===== src/rtl/squeeze_serializer.sv =====
// squeeze_serializer: splits squeezed blocks into LSB-first packets until the requested length is emitted
module squeeze_serializer #(
    parameter int IN_WIDTH = 256,
    parameter int OUT_WIDTH = 8,
    parameter int LENGTH_WIDTH = 16,
    parameter int PACKETS_IN_INPUT = IN_WIDTH / OUT_WIDTH
) (
    input  logic                    clk,
    input  logic                    clear,
    input  logic                    start,
    input  logic [LENGTH_WIDTH-1:0] out_length,
    input  logic [IN_WIDTH-1:0]     in,
    input  logic                    in_valid,
    output logic                    in_ready,
    output logic [OUT_WIDTH-1:0]    serial_out,
    output logic                    out_valid,
    input  logic                    out_ready,
    output logic                    done
);
    localparam int CW = PACKETS_IN_INPUT > 1 ? $clog2(PACKETS_IN_INPUT) : 1;
    typedef enum logic [1:0] {IDLE, WAIT_BLOCK, SHIFT, DONE} state_t;
    state_t                  state;
    logic [IN_WIDTH-1:0]     sh;
    logic [CW-1:0]           pkt_cnt;
    logic [LENGTH_WIDTH-1:0] remaining;
    assign serial_out = sh[OUT_WIDTH-1:0];
    always_ff @(posedge clk) begin
        if (clear) begin
            state     <= IDLE;
            in_ready  <= 1'b0;
            out_valid <= 1'b0;
            done      <= 1'b0;
            sh        <= '0;
            pkt_cnt   <= '0;
            remaining <= '0;
        end else begin
            case (state)
                IDLE: if (start) begin
                    remaining <= out_length;
                    if (out_length == '0) begin
                        state <= DONE;
                        done  <= 1'b1;
                    end else begin
                        state    <= WAIT_BLOCK;
                        in_ready <= 1'b1;
                    end
                end
                WAIT_BLOCK: if (in_valid) begin
                    sh        <= in;
                    pkt_cnt   <= '0;
                    state     <= SHIFT;
                    in_ready  <= 1'b0;
                    out_valid <= 1'b1;
                end
                SHIFT: if (out_ready) begin
                    sh        <= sh >> OUT_WIDTH;
                    pkt_cnt   <= pkt_cnt + 1'b1;
                    remaining <= remaining - 1'b1;
                    // length exhaustion wins over block exhaustion; leftover bytes are dropped
                    if (remaining == LENGTH_WIDTH'(1)) begin
                        state     <= DONE;
                        out_valid <= 1'b0;
                        done      <= 1'b1;
                    end else if (pkt_cnt == CW'(PACKETS_IN_INPUT - 1)) begin
                        state     <= WAIT_BLOCK;
                        out_valid <= 1'b0;
                        in_ready  <= 1'b1;
                    end
                end
                DONE: begin
                    done  <= 1'b0;
                    state <= IDLE;
                end
            endcase
        end
    end
endmodule


===== config.mk =====
export PLATFORM = sky130hd
export DESIGN_NAME = squeeze_serializer
export DESIGN_NICKNAME = d
export VERILOG_FILES = /design/src/rtl/squeeze_serializer.sv
export SDC_FILE = /design/constraint.sdc
export NUM_CORES = 1
export LEC_CHECK = 0
export ABC_AREA = 1
export BUFFER_PORTS_ARGS = -buffer_cell sky130_fd_sc_hd__buf_4
export CAP_MARGIN = 20
export CORE_UTILIZATION = 40
export DETAILED_ROUTE_END_ITERATION = 16
export PLACE_DENSITY = 0.74
export SYNTH_ARGS = -nofsm -noshare
export SYNTH_HDL_FRONTEND = slang
export SYNTH_SLANG_ARGS = --single-unit

===== constraint.sdc =====
create_clock -name clk -period 1.6 [get_ports clk]
set_clock_uncertainty 0.05 [all_clocks]
set_input_delay 0.24 -clock clk [delete_from_list [all_inputs] [get_ports clk]]
set_output_delay 0.24 -clock clk [all_outputs]
set_load 0.02 [all_outputs]

==> flow_metrics.env, run 1 <==
export IMPL_status="finished, violations left"
export IMPL_violations="negative setup slack"
export IMPL_routabilityCongestion=0.893
export IMPL_fp_dieW_um=178
export IMPL_wl_per_cell_um=17.2
export IMPL_pin_count=288
export IMPL_drt_wl_total_mm=45.7
export IMPL_startpoint="state[0]$_SDFFE_PP0P_"
export IMPL_drv_cap=0
export IMPL_rr_startpoint="state[0]$_SDFFE_PP0P_"
export IMPL_layout_commonest_cell="nand2_1"
export IMPL_nFillCells=2276
export IMPL_syn_inst=1717
export IMPL_worstSetupStartpointType="flip-flop"
export IMPL_final_cells=2655
export IMPL_cts_sinks=282
export IMPL_r2r_cells=8
export IMPL_place_ws_ps=-107
export IMPL_synth_top_area_frac=0.457
export IMPL_yosysTopAreaCell="dfxtp_1"
export IMPL_tritoncts="yes"
export IMPL_final_setup_worst_slack_ps=-52.2
export IMPL_holdWs_ps=9.81
export IMPL_crit_arrival_ps=2050
export IMPL_criticalPathCategory="reg2reg"
export IMPL_critPathCaptureType="flip-flop"
export IMPL_synth_edf_count=0
export IMPL_slew_violations=0
export IMPL_setup_worst_path_end="sh[59]$_SDFFE_PP0P_"
export IMPL_post_route_min_period_ps=1650
export IMPL_multiInputGateArea_um2=5890
export IMPL_syn_nets=1998
export IMPL_reg2reg_to="sh[59]$_SDFFE_PP0P_"
export IMPL_routed_top_layer="met4"
export IMPL_syn2layout_area_growth_pct=57.0
export IMPL_die_h_um=178
export IMPL_rsz0062_at_grt="true"
export IMPL_htree_levels=1
export IMPL_postRouteAntennaNets=0
export IMPL_cts_buffers=30
export IMPL_dp_cells=2314
export IMPL_initial_core_util=0.411
export IMPL_cp_slowest_cell="dfxtp_4"
export IMPL_seq_area_um2=5660
export IMPL_grt_ovfl_total=0
export IMPL_root_buffer="clkbuf_16"
export IMPL_path_max_fanout=12
export IMPL_synth_top_flop_cell="dfxtp_1"
export IMPL_syn_cell_area_um2=12300
export IMPL_grt_pass1_vias=14200
export IMPL_met3_length_mm=3.40
export IMPL_coreArea_um2=30000
export IMPL_placementRows=63
export IMPL_drt_met1_wl_mm=18.3
export IMPL_wl_met2_mm=21.9
export IMPL_grt_antenna_before_repair=3
export IMPL_vias=14600
export IMPL_dieArea_um2=31600
export IMPL_drt_initial_drc_count=1236
export IMPL_cpPeakStageDelay_ps=380
export IMPL_clk_latency_ps=560
export IMPL_clockBufferDepth=3
export IMPL_hold_violations=0
export IMPL_nNetsFinal=2516
export IMPL_grt_max_degree=77
export IMPL_fin_total_pwr_uw=33200
export IMPL_setup_viol=5
export IMPL_avgSynthCellArea_um2=7.19
export IMPL_power_density_nw_per_um2=1710
export IMPL_r2r_slack_ps=-50
export IMPL_fmax_mhz=605
export IMPL_async_reset_ff_frac=0
export IMPL_synth_area_leaders="dfxtp_1, nand2_1, a31oi_1, o21ai_1, clkbuf_1"
export IMPL_final_cell_mix="nand2_1, buf_4, dfxtp_1"
export IMPL_synth_cell_type_count=26
export IMPL_required_ps=2000
export IMPL_drive_gt1_frac=0.212
export IMPL_synth_warning_count=0
export IMPL_drt_pass1_iterations=5
export IMPL_yosysSeqAreaShare=0.457
export IMPL_ys_seq_elements=282
export IMPL_max_slew_margin=0.782
export IMPL_period_share=1.03
export IMPL_dp_hpwl_mm=25.2
export IMPL_power_leakage_uw=0.00818
export IMPL_grtUsageTotal=0.268
export IMPL_worstMarginPinSlew_ps=327
export IMPL_timing_critical_path_cells="inv_2 > nor2_2 > nand2_2 > nand2_8 > buf_12 > buf_6 > o21ai_1 > a31oi_1"
export IMPL_vdd_drop_max_uv=859
export IMPL_hold_class="in2reg"
export IMPL_grt_first_pass_wirelength_mm=68.8
export IMPL_clk_pin_slew_ps=60
export IMPL_vias_per_cell=5.51
export IMPL_drc=0
export IMPL_timing_setup_tns_ps=-96.4
export IMPL_numPortBuffers=287
==> per-stage QoR <==
stage,instance area (µm²),utilization
after global routing,19400,0.645
after detailed placement,15200,0.506
final,19400,0.645
after global placement,15200,0.506
after CTS,18900,0.629
after floorplan,12300,-
==> Yosys cell counts (2+ instances only) <==
master,number
nand4_1,2
nand3_1,32
inv_2,4
buf_2,39
buf_1,6
clkbuf_1,76
nand2_2,2
ha_1,4
nand2_1,590
nor2_1,42
inv_1,37
buf_4,35
nor3_1,5
o21ai_0,25
a21oi_1,38
o21ai_1,241
a31oi_1,248
nand3b_1,2
dfxtp_1,282
==> cell type report <==
class                           instances  area share
Inverter                               42     0.00891
Antenna cell                            6    0.000775
Sequential cell                       282       0.292
Clock buffer                           40      0.0439
Clock inverter                         16      0.0116
Multi-Input combinational cell       1236       0.304
Timing Repair Buffer                  643       0.314
Tap cell                              390      0.0252
==> critical path, delay by kind of cell (launching register included) <==
kind                   cells  cell delay, ps
AO/OA/AOI/OAI              2             330
buffers and inverters      3             390
AND/OR/NAND/NOR            3             380
flip-flops                 1             380
==> cells by family after synthesis <==
group | after synthesis | synth area share
buffers and inverters | 199 | 0.0759
AO/OA/AOI/OAI | 555 | 0.251
AND/OR/NAND/NOR | 677 | 0.212
flip-flops | 282 | 0.457
adder cells (fa/ha/maj) | 4 | 0.00406
==> layer usage <==
layer | up-vias | global-route usage
met5 | - | 0
met2 | 741 | 0.464
met4 | 0 | 0.116
li1 | 6946 | -
met1 | 6749 | 0.328
met3 | 186 | 0.0411
==> where the power goes <==
group          total (µW)  internal, µW  switching [µW]
clock network        7490          4540            2950
logic               14200          6160            8040
registers           11500          9720            1770
total               33200         20400           12800
==> flip-flops by register name, indices dropped and copies added (netlist names) <==
register	flops
state	2
done	1
remaining	16
sh	256
pkt_cnt	5
in_ready	1
out_valid	1
==> how the worst min path moves through the flow <==
stage                                from                         end  slack [ps]  cells past startpoint
finish                      out_length[7]   remaining[7]$_SDFFE_PP0P_          10                      5
global route               out_length[13]  remaining[13]$_SDFFE_PP0P_          10                      5
CTS                        out_length[14]  remaining[14]$_SDFFE_PP0P_         0.4                      5
detailed placement   sh[251]$_SDFFE_PP0P_        sh[251]$_SDFFE_PP0P_         410                      2
global placement    in_ready$_SDFFE_PP0P_       in_ready$_SDFFE_PP0P_         400                      2
floorplan                         in[192]        sh[192]$_SDFFE_PP0P_         350                      2
==> repair_timing <==
action                                  4_1_cts  5_1_grt
hold buffers                                261        0
gates cloned                                  0        6
endpoints found under the hold margin       263        0
gates resized for setup                       4       60
endpoints found under the setup margin      248      230
setup buffers                                 0       12
pin swaps                                     0        6
(Power assumes the default switching activity.)
==> inputs of run 2 (changes only) <==
Settings changed: BUFFER_PORTS_ARGS -buffer_cell sky130_fd_sc_hd__buf_4 to not set, DONT_BUFFER_PORTS set to 1, PLACE_DENSITY 0.74 to 0.65.
==> flow_metrics.env, run 2 (synthesis gave the netlist of run 1 again) <==
export IMPL_grtUsageTotal=0.237
export IMPL_period_share=1.02
export IMPL_holdWs_ps=52.8
export IMPL_pwr_share_seq=0.354
export IMPL_tritoncts="yes"
export IMPL_clockBufferDepth=3
export IMPL_min_from="out_length[0]"
export IMPL_intPower_uw=20200
export IMPL_rr_startpoint="state[1]$_SDFFE_PP0P_"
export IMPL_grt_pass1_vias=12200
export IMPL_routabilityCongestion=0.842
export IMPL_htree_levels=1
export IMPL_timing_critical_path_cells="inv_4 > nor2_4 > nand2_4 > nand2_8 > buf_12 > clkbuf_16 > buf_4 > buf_4 > o21ai_1 > a31oi_1"
export IMPL_clkPwrFrac=0.236
export IMPL_cpPeakStageDelay_ps=380
export IMPL_p_switching_uw=12300
export IMPL_wl_per_cell_um=17.0
export IMPL_dieArea_um2=31600
export IMPL_top_register="sh"
export IMPL_place_ws_ps=-60.5
export IMPL_grt_antenna_before_repair=0
export IMPL_grt_first_pass_wirelength_mm=61.3
export IMPL_drv_cap=0
export IMPL_fmax_mhz=612
export IMPL_root_buffer="clkbuf_16"
export IMPL_rsz0062_at_grt="true"
export IMPL_pin_count=288
export IMPL_drt_wl_total_mm=40.5
export IMPL_power_frac_comb=0.410
export IMPL_nFillCells=2535
export IMPL_place_area_um2=13000
export IMPL_power_density_nw_per_um2=1860
export IMPL_slew_violations=0
export IMPL_numPortBuffers=0
export IMPL_initial_core_util=0.411
export IMPL_clk_latency_ps=550
export IMPL_cts_sinks=282
export IMPL_coreArea_um2=30000
export IMPL_cts_buffers=31
export IMPL_final_setup_worst_slack_ps=-33.4
export IMPL_status="finished, violations left"
export IMPL_switching_share=0.378
export IMPL_crit_top_cell="buf_4"
export IMPL_final_cell_mix="nand2_1, dfxtp_1, dlygate4sd3_1"
export IMPL_largest_reg_flops=256
export IMPL_drc=0
export IMPL_layout_commonest_cell="nand2_1"
export IMPL_required_ps=2020
export IMPL_critPathCaptureType="flip-flop"
export IMPL_dp_hpwl_mm=23.7
export IMPL_violations="negative setup slack"
export IMPL_worstMarginPinSlew_ps=403
export IMPL_crit_arrival_ps=2060
export IMPL_drt_pass1_iterations=5
export IMPL_max_slew_margin=0.730
export IMPL_post_route_min_period_ps=1630
export IMPL_grt_ovfl_total=0
export IMPL_hold_violations=0
export IMPL_vias=13100
export IMPL_startpoint="state[1]$_SDFFE_PP0P_"
export IMPL_syn2layout_area_growth_pct=41.8
export IMPL_die_h_um=178
export IMPL_placementRows=63
export IMPL_postRouteAntennaNets=0
export IMPL_power_leakage_uw=0.00695
export IMPL_clk_pin_slew_ps=60
export IMPL_nNetsFinal=2250
export IMPL_criticalPathCategory="reg2reg"
export IMPL_fin_util=0.583
export IMPL_largestRegisters="sh x256, remaining x16, pkt_cnt x5"
export IMPL_grt_max_degree=83
export IMPL_vdd_drop_max_uv=1000
export IMPL_setup_viol=2
export IMPL_drt_initial_drc_count=1031
export IMPL_fp_dieW_um=178
export IMPL_vias_per_cell=5.50
export IMPL_fin_area_um2=17500
export IMPL_cp_slowest_cell="dfxtp_4"
export IMPL_path_max_fanout=7
export IMPL_worstSetupStartpointType="flip-flop"
export IMPL_drive_gt1_frac=0.0964
export IMPL_hold_class="in2reg"
export IMPL_timing_setup_tns_ps=-36.4
==> run 2: cell types whose count changed in the layout (fill, tap and decap cells not counted), sizes merged, moves of 3 or more <==
cell,delta
dlygate4sd3,+16
clkinvlp,-5
buf,-288
clkbuf,+7
clkinv,+3
diode,-3
==> run 2: critical path, delay by kind of cell, from the launching register on <==
| family | cells | cell delay [ps] |
|---|---|---|
| DFF | 1 | 380 |
| AOI/OAI and AO/OA | 2 | 190 |
| buffers and inverters | 5 | 500 |
| and+or+nand+nor | 3 | 430 |
==> run 2: timing repair <==
| action | in CTS | in global routing |
|---|---|---|
| pin swaps | 0 | 2 |
| gates cloned | 0 | 11 |
| endpoints found under the hold margin | 278 | 1 |
| endpoints found under the setup margin | 168 | 247 |
| hold buffers | 277 | 1 |
| buffers inserted | 0 | 12 |
| resized for setup | 3 | 50 |
==> run 2: per-stage QoR <==
step / std cells / total power [µW]
final: 2385 / 32500
after global routing: 2382 / 34600
after CTS: 2358 / 31100
after detailed placement: 2025 / 22700
after global placement: 2025 / 22400
after floorplan: 1717 / 19200
==> run 2: cell type report <==
class / instances / area (µm²) / share of cell area
tap: 390 / 488 / 0.0279
antenna: 3 / 7.51 / 0.000429
clock inverter: 13 / 223 / 0.0127
inverter: 42 / 194 / 0.0111
timing repair buffer: 375 / 4160 / 0.238
multi-input combinational: 1237 / 5910 / 0.337
sequential: 282 / 5650 / 0.323
clock buffer: 43 / 871 / 0.0497
==> run 2: power groups by stage <==
stage | registers [µW] | logic (µW) | clock network, µW
finish | 11500 | 13300 | 7680
floorplan | 10900 | 8270 | 0
detailed placement | 11500 | 11200 | 0
CTS | 11400 | 11900 | 7810
global route | 11800 | 14700 | 8120
global placement | 11400 | 11000 | 0
==> run 2: path summary, 6_finish.rpt <==
kind                                              to  slack, ps  depth (start not counted)
worst max register to register  sh[198]$_SDFFE_PP0P_        -30                         10
worst min register to register  sh[249]$_SDFFE_PP0P_        420                          2
worst min-delay path               done$_SDFFE_PP0P_         50                          7
worst max-delay path            sh[198]$_SDFFE_PP0P_        -30                         10
==> run 2: routing by layer <==
metal | track usage | routed length (µm) | vias up
met5 | 0 | 0 | -
met4 | 0.0673 | 986 | 0
met3 | 0.0428 | 2810 | 82
met2 | 0.399 | 19500 | 523
met1 | 0.307 | 17200 | 6127
li1 | - | - | 6396
==> inputs of run 3 (changes only) <==
Settings changed: CORE_ASPECT_RATIO set to 0.75, PLACE_DENSITY 0.65 to 0.66.
==> flow_metrics.env, run 3 (synthesis gave the netlist of run 1 again) <==
export IMPL_dieArea_um2=31600
export IMPL_layout_commonest_cell="nand2_1"
export IMPL_initial_core_util=0.408
export IMPL_fmax_mhz=614
export IMPL_grt_busiest_layer="met2"
export IMPL_dp_cells=2034
export IMPL_grt_ovfl_total=0
export IMPL_cts_sinks=282
export IMPL_power_density_nw_per_um2=1840
export IMPL_met3_usage=0.0445
export IMPL_violations="negative hold slack, negative setup slack"
export IMPL_grtUsageTotal=0.243
export IMPL_vdd_drop_max_uv=1020
export IMPL_critPathCaptureType="flip-flop"
export IMPL_numPortBuffers=0
export IMPL_tritoncts="yes"
export IMPL_drt_pass1_iterations=5
export IMPL_routabilityCongestion=0.817
export IMPL_htree_levels=1
export IMPL_worstMarginPinSlew_ps=389
export IMPL_grt_first_pass_wirelength_mm=63.3
export IMPL_dp_hpwl_mm=24.4
export IMPL_use_met1=0.314
export IMPL_hold_path_endpoint="out_valid$_SDFFE_PP0P_"
export IMPL_root_buffer="clkbuf_16"
export IMPL_path_max_fanout=19
export IMPL_reg2reg_to="sh[26]$_SDFFE_PP0P_"
export IMPL_power_leakage_uw=0.00688
export IMPL_drt_wl_total_mm=42.7
export IMPL_required_ps=2010
export IMPL_largestRegisters="sh x256, remaining x16, pkt_cnt x5"
export IMPL_clk_pin_slew_ps=70
export IMPL_die_h_um=154
export IMPL_final_cell_mix="nand2_1, dfxtp_1, dlygate4sd3_1"
export IMPL_pin_count=288
export IMPL_seq_area_um2=5660
export IMPL_drv_cap=0
export IMPL_grt_met2_usage=0.410
export IMPL_grt_antenna_before_repair=1
export IMPL_grt_max_degree=72
export IMPL_worstSetupStartpointType="flip-flop"
export IMPL_clk_latency_ps=560
export IMPL_post_route_min_period_ps=1630
export IMPL_status="finished, violations left"
export IMPL_nNetsFinal=2255
export IMPL_grt_pass1_vias=12600
export IMPL_crit_arrival_ps=2040
export IMPL_drc=0
export IMPL_vias_per_cell=5.65
export IMPL_r2r_slack_ps=-30
export IMPL_rr_startpoint="state[0]$_SDFFE_PP0P_"
export IMPL_placementRows=55
export IMPL_largest_reg_flops=256
export IMPL_period_share=1.02
export IMPL_holdPathStages=3
export IMPL_slew_violations=0
export IMPL_nFillCells=2476
export IMPL_r2r_cells=9
export IMPL_coreArea_um2=30300
export IMPL_rsz0062_at_grt="true"
export IMPL_holdWs_ps=-20.8
export IMPL_vias=13500
export IMPL_hold_violations=1
export IMPL_postRouteAntennaNets=0
export IMPL_cts_buffers=28
export IMPL_drt_initial_drc_count=1468
export IMPL_setup_viol=6
export IMPL_top_register="sh"
export IMPL_multiInputGateArea_um2=5840
export IMPL_min_from="in_valid"
export IMPL_fp_dieW_um=205
export IMPL_final_setup_worst_slack_ps=-27.5
export IMPL_final_cells=2388
export IMPL_criticalPathCategory="reg2reg"
export IMPL_hold_class="in2reg"
export IMPL_wl_per_cell_um=17.9
export IMPL_cts_hold_fix_buffers=275
export IMPL_fin_total_pwr_uw=32000
export IMPL_max_slew_margin=0.740
export IMPL_clockBufferDepth=3
export IMPL_drive_gt1_frac=0.0915
export IMPL_syn2layout_area_growth_pct=40.6
run 3: changes by cell type in the layout (fill, tap and decap cells not counted), moves of 4 or more:
cell,previous run,this run
buf_16,3,8
o21ai_2,23,3
buf_4,47,54
o21ai_1,218,239
buf_12,31,27
bufinv_16,6,1
run 3: metrics by stage:
step | TNS, ps | area (µm²) | setup WS, ps | util
6_report | -92.6 | 17400 | -27.5 | 0.573
3_3_place_gp | -79.5 | 13100 | -44.4 | 0.431
4_1_cts | 0 | 16700 | 4.52 | 0.552
2_1_floorplan | 0 | 12300 | 136 | -
3_5_place_dp | -798 | 13100 | -107 | 0.431
5_1_grt | -2960 | 17400 | -70.4 | 0.573
run 3: repair_timing:
action / 4_1_cts / 5_1_grt
pin swaps: 1 / 5
endpoints found under the setup margin: 163 / 201
hold endpoints to repair: 281 / 1
resized for setup: 6 / 37
buffers inserted: 1 / 18
cloned: 1 / 14
run 3: per-layer routing:
layer	wire length [µm]	part of all wire
met4	1370	0.032
met1	18200	0.43
met2	20100	0.47
met3	3060	0.072
met5	0	0
run 3: layout make-up:
class                   instances  area share
well taps                     399      0.0288
diodes                          1    0.000144
repair buffers                384       0.250
inverters                      42      0.0101
clock buffers                  35      0.0443
flip-flops and latches        282       0.326
clock inverters                 9     0.00454
multi-input cells            1236       0.337
run 3: worst max path at each step:
stage,startpoint,to,cells after the start,slack [ps]
finish,state[0]$_SDFFE_PP0P_,sh[26]$_SDFFE_PP0P_,9,-30
global route,state[0]$_SDFFE_PP0P_,sh[105]$_SDFFE_PP0P_,9,-70
CTS,state[0]$_SDFFE_PP0P_,sh[18]$_SDFFE_PP0P_,8,5
detailed placement,state[0]$_SDFFE_PP0P_,pkt_cnt[2]$_SDFFE_PP0P_,8,-110
global placement,state[0]$_SDFFE_PP0P_,pkt_cnt[2]$_SDFFE_PP0P_,8,-40
floorplan,state[1]$_SDFFE_PP0P_,pkt_cnt[1]$_SDFFE_PP0P_,10,140
run 3: where the power goes:
part           switching, µW  internal (µW)  leakage (µW)
clock network           2800           3520      0.000415
logic                   7880           6200       0.00415
registers               1890           9720       0.00232
run 3: worst max-delay path, cell delays in order (launching register included):
cell and delay [ps]:
dfxtp_4 380, inv_2 50, nor2_2 100, nand2_2 110
nand2_8 100, buf_12 120, buf_12 140, buf_16 160
o21ai_1 100, a31oi_1 200
